**config.mk**
```make
export PLATFORM = sky130hd
export DESIGN_NAME = matrix_fb_scanner
export DESIGN_NICKNAME = d
export VERILOG_FILES = /design/src/rtl/matrix_fb_scanner.sv
export SDC_FILE = /design/constraint.sdc
export NUM_CORES = 1
export LEC_CHECK = 0
export CORE_ASPECT_RATIO = 0.9
export CORE_MARGIN = 4
export CORE_UTILIZATION = 35
export DETAILED_ROUTE_END_ITERATION = 10
export PLACE_DENSITY_LB_ADDON = 0.3
export SYNTH_ARGS = -nofsm -noshare
export SYNTH_HDL_FRONTEND = slang
export SYNTH_SLANG_ARGS = --single-unit
```
**constraint.sdc**
```tcl
create_clock -name clk -period 7.8 [get_ports clk]
set_clock_uncertainty 0.15 [all_clocks]
set_input_delay 0.78 -clock clk [delete_from_list [all_inputs] [get_ports clk]]
set_output_delay 0.78 -clock clk [all_outputs]
set_load 0.005 [all_outputs]
```
**src/rtl/matrix_fb_scanner.sv**
```systemverilog
// matrix_fb_scanner
//
// Wishbone pipelined slave holding a double-buffered 8x8 RGB frame. Each bank has eight
// 32-bit row registers with one nibble per pixel: column c is bits [31-4c -: 4], and in that
// nibble bit0=R, bit1=G, bit2=B (bit3 unused). Bus writes land in the back bank. The front
// bank is row-multiplexed onto the LED drivers, and each row slot starts with a blanking
// interval. A write to the last row commits the frame. The banks swap only at the end of the
// row-7 slot, so a frame is never shown half old and half new.
//
// Ports
//   clk, reset          clock; synchronous active-high reset
//   i_wb_cyc/stb/we     bus cycle, strobe, write enable
//   i_wb_addr           row index
//   i_wb_sel            byte enables (write only)
//   i_wb_wdata          write data
//   o_wb_ack            ack, exactly one clock after each accepted transfer
//   o_wb_stall          always 0
//   o_wb_rdata          back-bank read data, registered with the ack, held otherwise
//   o_row               one-hot row enable, bit r = row r
//   o_red/green/blue    column drives, bit c = column c
//   o_frame_start       one-clock pulse when row 0 starts right after a swap
//   o_bank              current front bank index
//
// Only WB_DATA_WIDTH=32 and REG_COUNT=8 are supported.

module matrix_fb_scanner #(
    parameter int unsigned WB_DATA_WIDTH = 32,
    parameter int unsigned REG_COUNT     = 8,
    parameter int unsigned WB_ADDR_WIDTH = 3,
    parameter int unsigned WB_SEL_WIDTH  = 4,
    parameter int unsigned ROW_CYCLES    = 1000,
    parameter int unsigned BLANK_CYCLES  = 16
) (
    input  logic                     clk,
    input  logic                     reset,
    input  logic                     i_wb_cyc,
    input  logic                     i_wb_stb,
    input  logic                     i_wb_we,
    input  logic [WB_ADDR_WIDTH-1:0] i_wb_addr,
    input  logic [WB_SEL_WIDTH-1:0]  i_wb_sel,
    input  logic [WB_DATA_WIDTH-1:0] i_wb_wdata,
    output logic                     o_wb_ack,
    output logic                     o_wb_stall,
    output logic [WB_DATA_WIDTH-1:0] o_wb_rdata,
    output logic [7:0]               o_row,
    output logic [7:0]               o_red,
    output logic [7:0]               o_green,
    output logic [7:0]               o_blue,
    output logic                     o_frame_start,
    output logic                     o_bank
);

    localparam int unsigned SlotCycles = BLANK_CYCLES + ROW_CYCLES;
    localparam int unsigned PhaseW     = $clog2(SlotCycles);
    localparam int unsigned Cols       = 8;

    localparam logic [PhaseW-1:0]        PhaseLast = PhaseW'(SlotCycles - 1);
    localparam logic [PhaseW-1:0]        PhaseLit  = PhaseW'(BLANK_CYCLES);
    localparam logic [WB_ADDR_WIDTH-1:0] RowLast   = WB_ADDR_WIDTH'(REG_COUNT - 1);

    // ------------------------------------------------------------------
    // Bus decode
    // ------------------------------------------------------------------
    logic accept;
    logic wr_en;
    logic rd_en;
    logic wr_last;

    assign accept  = i_wb_cyc & i_wb_stb;
    assign wr_en   = accept & i_wb_we;
    assign rd_en   = accept & ~i_wb_we;
    assign wr_last = wr_en & (i_wb_addr == RowLast);

    // ------------------------------------------------------------------
    // Frame storage: mem_q[bank][row]
    // ------------------------------------------------------------------
    logic [WB_DATA_WIDTH-1:0] mem_q [2][REG_COUNT];

    logic                     bank_q, bank_d;
    logic                     back_bank;
    logic [WB_DATA_WIDTH-1:0] back_word;
    logic [WB_DATA_WIDTH-1:0] wr_word;

    assign back_bank = ~bank_q;
    assign back_word = mem_q[back_bank][i_wb_addr];

    // Byte-lane merge so that unselected lanes keep their old contents
    always_comb begin
        wr_word = back_word;
        for (int k = 0; k < int'(WB_SEL_WIDTH); k++) begin
            if (i_wb_sel[k]) begin
                wr_word[8*k +: 8] = i_wb_wdata[8*k +: 8];
            end
        end
    end

    always_ff @(posedge clk) begin
        if (reset) begin
            for (int b = 0; b < 2; b++) begin
                for (int r = 0; r < int'(REG_COUNT); r++) begin
                    mem_q[b][r] <= '0;
                end
            end
        end else if (wr_en) begin
            mem_q[back_bank][i_wb_addr] <= wr_word;
        end
    end

    // ------------------------------------------------------------------
    // Bus response
    // ------------------------------------------------------------------
    logic                     ack_q;
    logic [WB_DATA_WIDTH-1:0] rdata_q, rdata_d;

    assign rdata_d = rd_en ? back_word : rdata_q;

    always_ff @(posedge clk) begin
        if (reset) begin
            ack_q   <= 1'b0;
            rdata_q <= '0;
        end else begin
            ack_q   <= accept;
            rdata_q <= rdata_d;
        end
    end

    // ------------------------------------------------------------------
    // Scan counters and bank swap
    // ------------------------------------------------------------------
    logic [PhaseW-1:0]        phase_q, phase_d;
    logic [WB_ADDR_WIDTH-1:0] scan_row_q, scan_row_d;
    logic                     pending_q, pending_d;
    logic                     frame_start_q;
    logic                     slot_end;
    logic                     frame_end;
    logic                     swap;

    assign slot_end  = (phase_q == PhaseLast);
    assign frame_end = slot_end & (scan_row_q == RowLast);
    // A commit in the swap cycle itself still makes it into this frame
    assign swap      = frame_end & (pending_q | wr_last);

    always_comb begin
        phase_d    = phase_q + PhaseW'(1);
        scan_row_d = scan_row_q;
        if (slot_end) begin
            phase_d    = '0;
            scan_row_d = (scan_row_q == RowLast) ? '0 : scan_row_q + WB_ADDR_WIDTH'(1);
        end
    end

    always_comb begin
        bank_d    = bank_q ^ swap;
        pending_d = pending_q | wr_last;
        if (swap) begin
            pending_d = 1'b0;
        end
    end

    always_ff @(posedge clk) begin
        if (reset) begin
            phase_q       <= '0;
            scan_row_q    <= '0;
            bank_q        <= 1'b0;
            pending_q     <= 1'b0;
            frame_start_q <= 1'b0;
        end else begin
            phase_q       <= phase_d;
            scan_row_q    <= scan_row_d;
            bank_q        <= bank_d;
            pending_q     <= pending_d;
            frame_start_q <= swap;
        end
    end

    // ------------------------------------------------------------------
    // Row/column drivers, registered one clock behind the counters
    // ------------------------------------------------------------------
    logic [WB_DATA_WIDTH-1:0] front_word;
    logic [7:0]               drv_row_q, drv_row_d;
    logic [7:0]               drv_red_q, drv_red_d;
    logic [7:0]               drv_green_q, drv_green_d;
    logic [7:0]               drv_blue_q, drv_blue_d;

    assign front_word = mem_q[bank_q][scan_row_q];

    always_comb begin
        drv_row_d   = '0;
        drv_red_d   = '0;
        drv_green_d = '0;
        drv_blue_d  = '0;
        if (phase_q >= PhaseLit) begin
            drv_row_d[scan_row_q] = 1'b1;
            // Column 0 is the most significant nibble
            for (int c = 0; c < int'(Cols); c++) begin
                drv_red_d[c]   = front_word[int'(WB_DATA_WIDTH) - 4 - 4*c];
                drv_green_d[c] = front_word[int'(WB_DATA_WIDTH) - 3 - 4*c];
                drv_blue_d[c]  = front_word[int'(WB_DATA_WIDTH) - 2 - 4*c];
            end
        end
    end

    always_ff @(posedge clk) begin
        if (reset) begin
            drv_row_q   <= '0;
            drv_red_q   <= '0;
            drv_green_q <= '0;
            drv_blue_q  <= '0;
        end else begin
            drv_row_q   <= drv_row_d;
            drv_red_q   <= drv_red_d;
            drv_green_q <= drv_green_d;
            drv_blue_q  <= drv_blue_d;
        end
    end

    // ------------------------------------------------------------------
    // Outputs
    // ------------------------------------------------------------------
    assign o_wb_ack      = ack_q;
    assign o_wb_stall    = 1'b0;
    assign o_wb_rdata    = rdata_q;
    assign o_row         = drv_row_q;
    assign o_red         = drv_red_q;
    assign o_green       = drv_green_q;
    assign o_blue        = drv_blue_q;
    assign o_frame_start = frame_start_q;
    assign o_bank        = bank_q;

endmodule

```
* Yosys cells after proc, flatten, opt, wreduce, memory -nomap -nowiden
Memories as Yosys holds them, arrays and structs flattened. A register that Yosys moved wholly into a read port is not among the register bits. Cells that the tools add are included.
Word-level totals: logic and storage cells 66, output and inout bits 68, memories kept 1, bits of input ports 44, bits in writable memories 512, register bits after elaboration 81
Memories:
- mem_q | words 2, width 256, read ports 2, clocked after memory_dff 1, wr ports 2, line 77 | logic [WB_DATA_WIDTH-1:0] mem_q [2][REG_COUNT];
Cells by class: multiplexer cells 24, reductions and logical operators 6, add/sub/neg operators 2, $lt $le $gt $ge 6, equality and inequality tests 3, bitwise operators 13
Operator list (number):
- $mux W256 | 3
- $reduce_or A256 Y1 | 1
- $bmux W32 S3 | 2
- $demux W32 S3 | 1
- $mux W32 | 3
- $mux W31 | 2
- $mux W8 | 4
- $add A10 B1 Y10 const B | 1
- $eq A10 B10 Y1 const B | 1
- $ge A10 B5 Y1 const B | 1
- $ge A4 B4 Y1 const B | 2
- $not A3 Y4 | 2
- $mux W1 | 7
- $and A1 B1 Y1 | 6
- $eq A3 B3 Y1 const B | 2
- $reduce_or A2 Y1 | 3
- $lt A3 B4 Y1 const B | 1
- $lt A4 B1 Y1 const B | 1
- $add A3 B1 Y3 const B | 1
- $demux W1 S3 | 1
- $ge A3 B1 Y1 const B | 1
- $mux W3 | 1
- $not A1 Y1 | 3
- $logic_and A1 B1 Y1 | 2
- other kinds (2) | 2

* Depth between registers and ports, before layout
depth in word-level cells 8, gate-level depth with buffers 8, depth with buffers taken out 5

* Least setup slack after synthesis
OpenSTA, ideal clock, no wires.
path kind input-to-reg, start point input i_wb_addr[1], end point memory mem_q[0][100] (netlist bit) (enable), path slack 4.729 ns, stages on the path 7, data arrival time 2.532 ns, data required time 7.261 ns, library setup time 0.389 ns, buffers on the path 4, path through clkbuf_2 -> buf_2 -> buf_2 -> nor2_1 -> nand3_1 -> buf_2 -> nand2_1
RTL lines:
- start: declaration | line 39 | input logic [WB_ADDR_WIDTH-1:0] i_wb_addr,
- end: declaration | line 77

==> impl_results.md <==
- Gate Count Post-Synth: 1997
- Dominant cell type by area after synthesis: edfxtp_1
- Final setup viols: 0
- Kind of critical path: in2reg
- Area growth syn-to-layout: 14.2%
- Max_slew headroom: 14.0%
- Met2 usage: 33.1%
- H-tree depth: 3
- Post-synth top cells: 512 x edfxtp_1, 262 x mux2i_1, 165 x nor3_1, 144 x nor2_1, 102 x mux4_2
- Area occupied by multi-input gates: 10500 sq um
- Bufs on Longest Clock Path: 3
- First-pass GRT wire length: 131000 um
- Reg area: 17000 sq um
- Placed Area: 30400 sq um
- Layout cell share with drive strength beyond 1: 17.2%
- Critical R2R Launch: o_bank
- # resized after CTS: 0
- PnR Total Power: 7.27 mW
- Post-synthesis cell area: 28400 sq um
- CP endpoint kind: flip-flop
- Routed WL: 91500 um
- Sequential fraction of the synthesis area: 59.8%
- Slew Limit Fails: 0
- Final GP Congestion: 0.832
- Clk pin slew, worst setup/hold paths: 0.06 ns
- Vias in the first global route: 18900
- Fillers: 7330
- Status: complete, no violations
- MaxCap Viol Count: 0
- Leak Pwr: 10.7 nW
- Slowest Stage Delay on Critical Path: 1.24 ns
- Die Span X: 308 um
- Residual DRC: 0
- CTS Sinks: 593
- Cts bufs inserted: 67
- Worst-path cell with the longest stage delay: nand2_2
- Worst Setup Start Kind: input pin
- Count leader, synth: edfxtp_1
- GRT Residual Overflow: 0
- Setup Buffers After CTS: 0
- Worst Path Buf+Inv: 1
- Fin crit share: 57.0%
- TritonCTS clock tree: built
- Synth Flop Type: edfxtp_1
- Iteration-0 DRC Markers: 2131
- Final core occ: 40.6%
- Pint: 5.55 mW
- Remaining antenna violation count: 0
- Power per cell area: 224 nW/um^2
- Measured slew at the worst slew-check pin: 1.28 ns
- Min Tclk post-route: 4.45 ns
- Async SR Flop Fraction: 0%
- Vias: 19000
- Global route hottest layer: met2
- Boundary pin count: 112
- GRT met1 Usage: 28.7%
- Die area: 85800 sq um
- Comb power frac: 7.9%
- Syn nets: 2045
- Crit path arrival time: 4.51 ns
- Library cells used by synthesis: 66
- Cell chain of the critical path: clkdlybuf4s50_1 -> nor2_1 -> nand3_2 -> nand2_2
- Initial antenna violation count: 4
- Core area: 79900 sq um
- Vias per cell: 5.97
- Worst Path Max Fanout: 33
- P_sw: 1.72 mW
- GR Util All Layers: 20.8%
- Aggregate negative setup slack: 0 ns
- Max rail drop VDD: 0.134 mV
- Critical Path Source: reset
- Worst path required time: 7.86 ns
- Largest net degree at the start of global routing: 113
- Crit path max-delay family: simple AND/OR/NAND/NOR gates
- Sw frac: 23.6%
- Fmax: 225 MHz
- GR Util met3: 4.42%
- Final-stage net count: 2124
- First-pass DRT Iterations: 6
- Synth top area share: 54.1%
- Initial Util: 35.6%
- RSZ-0062 raised after global routing: no
- Finished layout cell area: 32400 sq um
- Seq pwr share: 50.3%
- Avg WL per Cell: 28.8 um
- Hold WC Path Type: reg2reg
- Hold_buf cts: 0
- DP HPWL: 53200 um
- Warnings, synthesis: 0
- Post-synth EDFFs: 512
- # port buffers: 110
- Mean post-synth cell area: 14.2 sq um
- Flops & latches, synth: 593
- Final hold vios: 0
- Largest cells by area after synthesis: edfxtp_1 54%, mux2i_1 9.2%, mux4_2 8.1%
- WHS: 0.303 ns
- Std-Cell Rows: 98
- Startpoint of the most critical hold path: o_wb_rdata[24]
- Insertion delay to the later sink of the worst-skew pair: 0.60 ns
- Clock share of power: 41.9%
- Die Y-Extent: 278 um
- Diodes inserted: 0
- Root buf cell: clkbuf_16
[power by group through the flow]
stage | combinational (mW) | sequential, mW | clock [mW]
final | 0.571 | 3.65 | 3.04
after global routing | 0.600 | 3.66 | 3.22
after CTS | 0.567 | 3.65 | 3.09
after detailed placement | 0.565 | 3.72 | 0
after global placement | 0.559 | 3.71 | 0
after floorplan | 0.357 | 3.69 | 0
[area by class of cell]
| type | count | share of cell area, % |
|---|---|---|
| clock buffers | 100 | 5.93 |
| multi-input cells | 1247 | 32.5 |
| well taps | 1050 | 4.05 |
| repair buffers | 158 | 4.53 |
| flip-flops and latches | 593 | 52.4 |
| inverters | 9 | 0.104 |
| clock inverters | 20 | 0.482 |
[cells in the final DEF (no fill, tap or decap), drive strengths merged, types with 61 or more instances in the layout]
cell	count
edfxtp	512
mux2i	262
nor3	167
nor2	146
a22oi	120
clkdlybuf4s50	107
mux4	102
clkbuf	100
dfxtp	81
nand2	80
a211oi	61
[stage by stage]
step                instances  setup slack (ns)
detailed placement       3057              2.79
global placement         3057              2.93
CTS                      3177              3.42
global route             3177              3.22
finish                   3177              3.35
floorplan                1997              4.73
[registers in the layout, indices dropped and copies added, names as in the netlist]
name           count
scan_row_q         3
o_wb_rdata        32
o_wb_ack           1
o_frame_start      1
o_red              8
o_blue             8
o_row              8
phase_q           10
o_green            8
mem_q            512
pending_q          1
o_bank             1
[metal layers]
metal | share of wire (%) | vias up
li1 | - | 8077
met4 | 2.7 | 0
met3 | 9.2 | 154
met2 | 47 | 991
met5 | 0 | -
met1 | 42 | 9756
[path summary, 6_finish.rpt]
path | cells past startpoint | endpoint | slack (ns)
max | 4 | mem_q[0][117] | 3.35
min reg2reg | 2 | o_wb_rdata[24] | 0.30
min | 2 | o_wb_rdata[24] | 0.30
max reg2reg | 4 | mem_q[0][71] | 3.64
[kinds of logic after synthesis]
logic type      Yosys count  share of synthesized area, %
flops                   593                          59.8
simple gates            553                          9.60
mux                     372                          17.6
compound gates          310                          9.13
buf+inv                 157                          3.44
xor+xnor                  7                         0.216
fa+ha+maj                 4                         0.176
other cells               1                        0.0132
[worst reg2reg max path, delay by kind of cell (launching register included)]
kind	cells	cell delay, ns
DFF	1	0.73
and+or+nand+nor	4	2.87
Power figures use the tool's default switching activity.
